$ cat config.mk
export PLATFORM = sky130hd
export DESIGN_NAME = ram_port_master
export DESIGN_NICKNAME = d
export VERILOG_FILES = /design/src/rtl/ram_master_pkg.sv /design/src/rtl/ram_port_master_byte_merge.sv /design/src/rtl/ram_port_master.sv
export SDC_FILE = /design/constraint.sdc
export NUM_CORES = 1
export LEC_CHECK = 0
export ABC_CLOCK_PERIOD_IN_PS = 2300
export CORE_MARGIN = 3
export CORE_UTILIZATION = 30
export DETAILED_ROUTE_END_ITERATION = 12
export GPL_TIMING_DRIVEN = 0
export PLACE_DENSITY = 0.67
export RECOVER_POWER = 50
export SETUP_SLACK_MARGIN = 0.1
export SLEW_MARGIN = 40
export SYNTH_ARGS = -nofsm -noshare
export SYNTH_HDL_FRONTEND = slang
export SYNTH_HIERARCHICAL = 1
export SYNTH_SLANG_ARGS = --single-unit
$ cat constraint.sdc
create_clock -name clk -period 2.3 [get_ports clk]
set_input_delay 0.46 -clock clk [delete_from_list [all_inputs] [get_ports clk]]
set_output_delay 0.46 -clock clk [all_outputs]
set_load 0.1 [all_outputs]
$ cat src/rtl/ram_master_pkg.sv
// Shared types and sizing constants for the RAM port master.
// Default width values are used by the top when no override is given.
package ram_master_pkg;

    localparam int DATA_W = 32;
    localparam int BW     = DATA_W / 8;
    localparam int OFFS_W = $clog2(BW);

    typedef enum logic [2:0] {
        IDLE,
        LOAD,
        MERGE,
        WRITE,
        RESP
    } state_e;

endpackage

$ cat src/rtl/ram_port_master_byte_merge.sv
// Byte-lane merge: lanes with be=1 take the new word, all other lanes keep the old word.
// Lets sub-word stores work on a RAM that has no byte enables.
module byte_merge #(
    parameter int DW = 32
) (
    input  logic [DW-1:0]   old_word,
    input  logic [DW-1:0]   new_word,
    input  logic [DW/8-1:0] be,
    output logic [DW-1:0]   merged
);

    always_comb begin
        // NOTE: assign a full default first so no path through the loop can infer a latch.
        merged = old_word;
        for (int i = 0; i < DW / 8; i++) begin
            if (be[i]) begin
                merged[i*8 +: 8] = new_word[i*8 +: 8];
            end
        end
    end

endmodule

$ cat src/rtl/ram_port_master.sv
// Initiator for a single-port data RAM. Takes load/store requests one at a time.
// Sub-word stores are done as read-modify-write. Each request gets exactly one response.
module ram_port_master
    import ram_master_pkg::*;
#(
    parameter int AW = 32,
    parameter int DW = DATA_W
) (
    input  logic            clk,
    input  logic            rst,
    input  logic            req_valid,
    output logic            req_ready,
    input  logic            req_we,
    input  logic [AW-1:0]   req_addr,
    input  logic [DW-1:0]   req_wdata,
    input  logic [DW/8-1:0] req_be,
    output logic            rsp_valid,
    input  logic            rsp_ready,
    output logic [DW-1:0]   rsp_rdata,
    output logic            rsp_err,
    output logic [AW-1:0]   mem_a,
    output logic [DW-1:0]   mem_wd,
    output logic            mem_we,
    input  logic [DW-1:0]   mem_rd
);

    localparam int LBW = DW / 8;

    state_e          state_q,     state_d;
    logic [AW-1:0]   addr_q,      addr_d;
    logic [DW-1:0]   word_q,      word_d;
    logic [LBW-1:0]  be_q,        be_d;
    logic [DW-1:0]   rsp_rdata_q, rsp_rdata_d;
    logic            rsp_err_q,   rsp_err_d;
    logic            rsp_valid_q, rsp_valid_d;

    logic            misaligned;
    logic [DW-1:0]   merged;

    assign misaligned = (req_addr & AW'(LBW - 1)) != '0;

    byte_merge #(.DW(DW)) u_byte_merge (
        .old_word (mem_rd),
        .new_word (word_q),
        .be       (be_q),
        .merged   (merged)
    );

    always_comb begin
        state_d     = state_q;
        addr_d      = addr_q;
        word_d      = word_q;
        be_d        = be_q;
        rsp_rdata_d = rsp_rdata_q;
        rsp_err_d   = rsp_err_q;
        rsp_valid_d = rsp_valid_q;

        case (state_q)
            IDLE: begin
                if (req_valid) begin
                    addr_d      = req_addr;
                    word_d      = req_wdata;
                    be_d        = req_be;
                    rsp_rdata_d = '0;
                    rsp_err_d   = 1'b0;
                    // Errors and empty stores answer at once and never touch the RAM.
                    if (misaligned) begin
                        rsp_err_d   = 1'b1;
                        rsp_valid_d = 1'b1;
                        state_d     = RESP;
                    end else if (req_we && req_be == '0) begin
                        rsp_valid_d = 1'b1;
                        state_d     = RESP;
                    end else if (req_we && (&req_be)) begin
                        state_d = WRITE;
                    end else if (req_we) begin
                        state_d = MERGE;
                    end else begin
                        state_d = LOAD;
                    end
                end
            end
            LOAD: begin
                rsp_rdata_d = mem_rd;
                rsp_valid_d = 1'b1;
                state_d     = RESP;
            end
            MERGE: begin
                word_d  = merged;
                state_d = WRITE;
            end
            WRITE: begin
                rsp_valid_d = 1'b1;
                state_d     = RESP;
            end
            RESP: begin
                if (rsp_ready) begin
                    rsp_valid_d = 1'b0;
                    rsp_rdata_d = '0;
                    rsp_err_d   = 1'b0;
                    state_d     = IDLE;
                end
            end
            default: state_d = IDLE;
        endcase
    end

    // NOTE: sequential state uses non-blocking assignments so every flop samples pre-edge values.
    always_ff @(posedge clk or negedge rst) begin
        if (!rst) begin
            state_q     <= IDLE;
            addr_q      <= '0;
            word_q      <= '0;
            be_q        <= '0;
            rsp_rdata_q <= '0;
            rsp_err_q   <= 1'b0;
            rsp_valid_q <= 1'b0;
        end else begin
            state_q     <= state_d;
            addr_q      <= addr_d;
            word_q      <= word_d;
            be_q        <= be_d;
            rsp_rdata_q <= rsp_rdata_d;
            rsp_err_q   <= rsp_err_d;
            rsp_valid_q <= rsp_valid_d;
        end
    end

    // NOTE: mem_we is a pure state decode, so the asynchronous reset of state_q kills a pending write.
    assign mem_we    = (state_q == WRITE);
    assign mem_a     = (state_q inside {LOAD, MERGE, WRITE}) ? addr_q : '0;
    assign mem_wd    = mem_we ? word_q : '0;
    assign req_ready = (state_q == IDLE);
    assign rsp_valid = rsp_valid_q;
    assign rsp_rdata = rsp_rdata_q;
    assign rsp_err   = rsp_err_q;

endmodule

==> reports/metrics.cfg, run 1 <==
[status]
status=completed

[power_and_ir_drop]
p_leak_nw=3.72
comb_power_share=0.545
switchingPower_mw=4.95
power_frac_clock=0.165
seq_power_share=0.290
vdd_drop_max_mv=0.979
power_density_nw_per_um2=1300
sw_frac_of_total=0.459
internal_power_mw=5.84

[grt]
grt_use_met1=0.238
met3_usage=0.0570
grt_max_degree=61
grt_pass1_vias=4731
antenna_found_initial=0
grtUsageTotal=0.185
grt_first_pass_wirelength_um=26700
grt_overflow_total=0
top_usage_layer=met2
met2_usage=0.302

[synthesis]
syn_area_per_cell_sq_um=11.8
yosys_warnings=6
synth_cell_types=34
async_reset_ff_frac=1.00
synth-seq-cells=105
synth_area_sq_um=5160
syn_nets=542
ys_seq_area_frac=0.509
syn_inst=437
ys.flop_type=dfrtp_1
synth_edf_count=0

[drt]
wire_per_inst_um=19.6
vias_per_cell=5.06
drt-total-wl_um=17400
drc=0
via_count=4498
drt_iter0_drc=222
first_pass_iters=5
ant_nets=0

[setup_path]
start_kind=register
ff2ff_path_depth=7
r2r_slack_ns=0.24
critPathMaxFanout=10
worstPathArrival_ns=1.68
crit_type=reg2out
r2r_end=word_q[8]$_DFFE_PN0P_
cp-endpoint=mem_a[28]
crit_required_ns=1.84
reg2reg_from=state_q[2]$_DFFE_PN0P_
crit_start=state_q[0]$_DFFE_PN0P_
endpoint_kind=output port

[sta]
setup_ws_ns=0.160
rsz0062_at_grt=yes
slew_headroom=0.162
hold_viol=0
period_share=0.931
finalSetupViolCount=0
fin_crit_ns=2.14
fmax_mhz=467
worst_slew_pin_slew_ns=1.26
maxSlewViolCount=0
skew_ns=0.00983

[place]
pre_cts_slack_ns=-0.371
placed_area_sq_um=7080
gp_congestion=0.780
io_buffers=204
dp_hpwl_um=12300
dp_cells=862

[clock_network]
cts_max_path_buffers=2
clkSlewWorstSetupHoldPaths_ns=0.07
cts-root-buf=clkbuf_16
cts.sink_count=105
insertion_delay_ns=0.35
cts_inserted_buffers=9
cts_tree=done
htreeDepth=3

[hold_path]
hold_path.class=in2async

[finish]
multi_input_area_sq_um=2430
final.fill_count=1507
layout_common_cells=dfrtp_1 (104), clkdlybuf4s50_1 (101), mux2_2 (36)
seq_area_sq_um=2630
layout.nets=769
antenna_cells=0
layout.cells.non_filler=889
fin_area_sq_um=8310
final_common_cell=dfrtp_1
drive_gt1_frac=0.380
area_growth_pct=61.0

[floorplan]
die_w_um=137
rows=47
start_util=0.309
fp.dieH_um=137
dieArea_sq_um=18800
core_sq_um=16700
io-pin-count=205

[run]
maxCapViolations=0

## power groups by stage
stage                     clock, mW  sequential, mW  combinational [mW]
final                          1.78            3.13                5.88
after global routing           1.91            3.23                6.19
after CTS                      1.83            3.11                5.89
after detailed placement          0            3.14                5.45
after global placement            0            3.08                5.63
after floorplan                   0            4.12                3.24
## cells in the mapped netlist (2+ instances only)
cell,instances,area (sq um)
mux2_4,32,480
nor3_1,2,10.0
a22o_1,32,280
nand2_1,34,128
and3_1,33,206
dfrtp_1,105,2630
o21ai_0,24,120
a2111oi_0,2,17.5
o21ai_1,9,45.0
a31o_2,2,17.5
a22oi_1,32,240
o22ai_1,2,12.5
buf_2,5,25.0
nor3b_1,3,22.5
mux2_2,36,405
buf_6,8,90.1
and2_1,32,200
nor2_1,5,18.8
clkbuf_1,23,86.3
inv_1,2,7.51
## cells by family (layout without fill, tap and decap cells)
group	Yosys count	in the layout	synth area share
and+or+nand+nor	117	118	0.124
AOI/OAI and AO/OA	106	106	0.147
DFF	105	105	0.509
buffers and inverters	41	272	0.0480
muxes	68	68	0.172
## state kept, by name (all words and copies together) (netlist names)
signal	count
rsp_err	1
addr_q	32
rsp_rdata	32
word_q	32
be_q	4
rsp_valid	1
state_q	3
## layout make-up
type,count,share of cell area
Clock inverter,7,0.0143
Inverter,2,0.00181
Tap cell,220,0.0331
Clock buffer,9,0.0271
Buffer,39,0.0372
Sequential cell,105,0.316
Timing Repair Buffer,215,0.278
Multi-Input combinational cell,292,0.292
## critical path, stage by stage, from the launching register on
cell and delay, ns:
dfrtp_2 0.40, or2_4 0.26, clkbuf_2 0.20, and3_1 0.23, buf_4 0.23
## layer usage
layer  part of all wire  vias up
met5                  0        -
met4              0.012        0
met3              0.084       15
met2               0.48      174
met1               0.42     2267
li1                   -     2042
## how the worst min path moves through the flow
stage               slack, ns                    from                endpoint
global route             0.46                     rst  addr_q[25]$_DFFE_PN0P_
global placement         0.48  addr_q[21]$_DFFE_PN0P_  addr_q[21]$_DFFE_PN0P_
detailed placement       0.38                     rst  addr_q[25]$_DFFE_PN0P_
floorplan                0.16                     rst   addr_q[0]$_DFFE_PN0P_
CTS                     0.006                     rst  addr_q[25]$_DFFE_PN0P_
finish                   0.37                     rst  addr_q[25]$_DFFE_PN0P_
## what timing repair did
item,4_1_cts,5_1_grt
setup buffers,5,1
gates resized for setup,226,29
hold endpoints to repair,0,0
setup endpoints to repair,66,69
pin swaps,2,1
cloned,5,0
hold buffers,0,0
## metrics by stage
step / hold WS [ns] / util / setup TNS, ns / total power [mW]
finish: 0.368 / 0.497 / 0 / 10.8
global route: 0.462 / 0.497 / 0 / 11.3
CTS: 0.00589 / 0.496 / 0 / 10.8
detailed placement: 0.383 / 0.424 / -10.55 / 8.59
global placement: 0.479 / 0.452 / -408.42 / 8.72
floorplan: 0.164 / - / 0 / 7.36
(Power assumes the default switching activity.)
==> run 2, diff against run 1 <==
- ABC_CLOCK_PERIOD_IN_PS: 2300 -> 2600
- clock period: 2.3 -> 2.6 ns (I/O delays scaled with it)
==> reports/metrics.cfg, run 2 (synthesis gave the netlist of run 1 again) <==
[finish]
drive_gt1_frac=0.283
layout_common_cells=dfrtp_1 (104), clkdlybuf4s50_1 (101), clkbuf_1 (56)
final.fill_count=1563
fin_area_sq_um=7600
antenna_cells=0
area_growth_pct=47.4
final_common_cell=dfrtp_1
layout.nets=758

[sta]
finalSetupViolCount=0
rsz0062_at_grt=no
worst_slew_pin_slew_ns=1.24
period_share=0.933
slew_headroom=0.177
skew_ns=0.00562
setup_ws_ns=0.175
fmax_mhz=412
fin_crit_ns=2.43
hold_viol=0
maxSlewViolCount=0

[place]
io_buffers=204
pre_cts_slack_ns=-0.0680
dp_hpwl_um=12400
placed_area_sq_um=7030
gp_congestion=0.756

[run]
maxCapViolations=0

[setup_path]
crit_type=reg2out
ff2ff_path_depth=5
r2r_end=word_q[10]$_DFFE_PN0P_
endpoint_kind=output port
crit_required_ns=2.08
reg2reg_from=state_q[2]$_DFFE_PN0P_
critPathMaxFanout=10
start_kind=register
worstPathArrival_ns=1.91
r2r_slack_ns=0.33

[power_and_ir_drop]
seq_power_share=0.304
comb_power_share=0.530
finalPower_mw=9.08
vdd_drop_max_mv=0.594
power_density_nw_per_um2=1190
sw_frac_of_total=0.471
p_leak_nw=3.45
switchingPower_mw=4.27
internal_power_mw=4.80
power_frac_clock=0.166

[floorplan]
die_w_um=137
fp.dieH_um=137
dieArea_sq_um=18800
rows=47
core_sq_um=16700
io-pin-count=205
start_util=0.309

[grt]
grt_first_pass_wirelength_um=26100
grt_pass1_vias=4740
grtUsageTotal=0.179
grt_max_degree=60
antenna_found_initial=1
grt_overflow_total=0

[status]
status=completed

[clock_network]
post_cts_buffers=0
hold_buffers=0
cts_inserted_buffers=9
cts.sink_count=105
htreeDepth=3
cts-root-buf=clkbuf_16
insertion_delay_ns=0.36
cts_max_path_buffers=2
cts_resized=113
cts_tree=done
clkSlewWorstSetupHoldPaths_ns=0.07

[drt]
first_pass_iters=4
vias_per_cell=5.01
drt_iter0_drc=210
drc=0
wire_per_inst_um=18.8
ant_nets=0
drt-total-wl_um=16500
via_count=4402

[hold_path]
hold_path.class=in2async

run 2: cell types whose count changed in the layout (fill, tap and decap cells not counted), moves of 12 or more:
cell and delta:
and3_4 -12, buf_12 -31, and2_1 +20, clkbuf_2 -23
clkbuf_1 +27, buf_6 +12, and2_4 -19
run 2: final cells by class:
| class | count | area [sq um] | area share |
|---|---|---|---|
| flip-flops and latches | 105 | 2630 | 0.346 |
| multi-input cells | 291 | 2310 | 0.304 |
| repair buffers | 205 | 1820 | 0.239 |
| well taps | 220 | 275 | 0.0362 |
| plain buffers | 39 | 229 | 0.0301 |
| clock buffers | 9 | 225 | 0.0296 |
| clock inverters | 7 | 103 | 0.0135 |
| inverters | 2 | 10.0 | 0.00132 |
run 2: worst max path at each step:
stage                                      start                         to  slack [ns]  cells after the start
after CTS                 state_q[2]$_DFFE_PN0P_                 mem_wd[25]        0.09                      6
final                     state_q[1]$_DFFE_PN0P_                  mem_a[23]        0.17                      5
after global placement                       rst  rsp_rdata[23]$_DFFE_PN0P_       -3.03                      1
after detailed placement  state_q[2]$_DFFE_PN0P_                 mem_wd[15]       -0.07                      6
after floorplan           state_q[2]$_DFFE_PN0P_                 mem_wd[22]        0.12                      5
after global routing      state_q[1]$_DFFE_PN0P_                  mem_a[25]         0.1                      4
run 2: layer usage:
metal	routed length, um	part of all wire	up-vias	track usage
met5	13	0.00079	-	0
met4	284	0.017	2	0.0565
met3	1520	0.092	23	0.0640
met2	7850	0.48	169	0.290
met1	6850	0.41	2185	0.223
li1	-	-	2023	-
run 2: power by group through the flow:
stage / sequential [mW] / combinational [mW] / clock [mW]
floorplan: 3.64 / 2.86 / 0
global placement: 2.73 / 4.97 / 0
detailed placement: 2.77 / 4.82 / 0
CTS: 2.74 / 4.93 / 1.55
global route: 2.85 / 5.11 / 1.62
finish: 2.76 / 4.81 / 1.51
run 2: worst max-delay path, cell delays in order, from the launching register on:
cell      delay [ns]
dfrtp_1         0.45
or2_4           0.30
clkbuf_4        0.19
clkbuf_4        0.19
and3_1          0.20
buf_4           0.23
run 2: per-stage QoR:
| stage | instances | util | TNS, ns | hold WS (ns) |
|---|---|---|---|---|
| CTS | 878 | 0.460 | 0 | 0.0516 |
| finish | 878 | 0.455 | 0 | 0.376 |
| floorplan | 437 | - | 0 | 0.224 |
| global route | 878 | 0.455 | 0 | 0.480 |
| global placement | 861 | 0.449 | -354.63 | 0.479 |
| detailed placement | 862 | 0.421 | -1.08 | 0.438 |
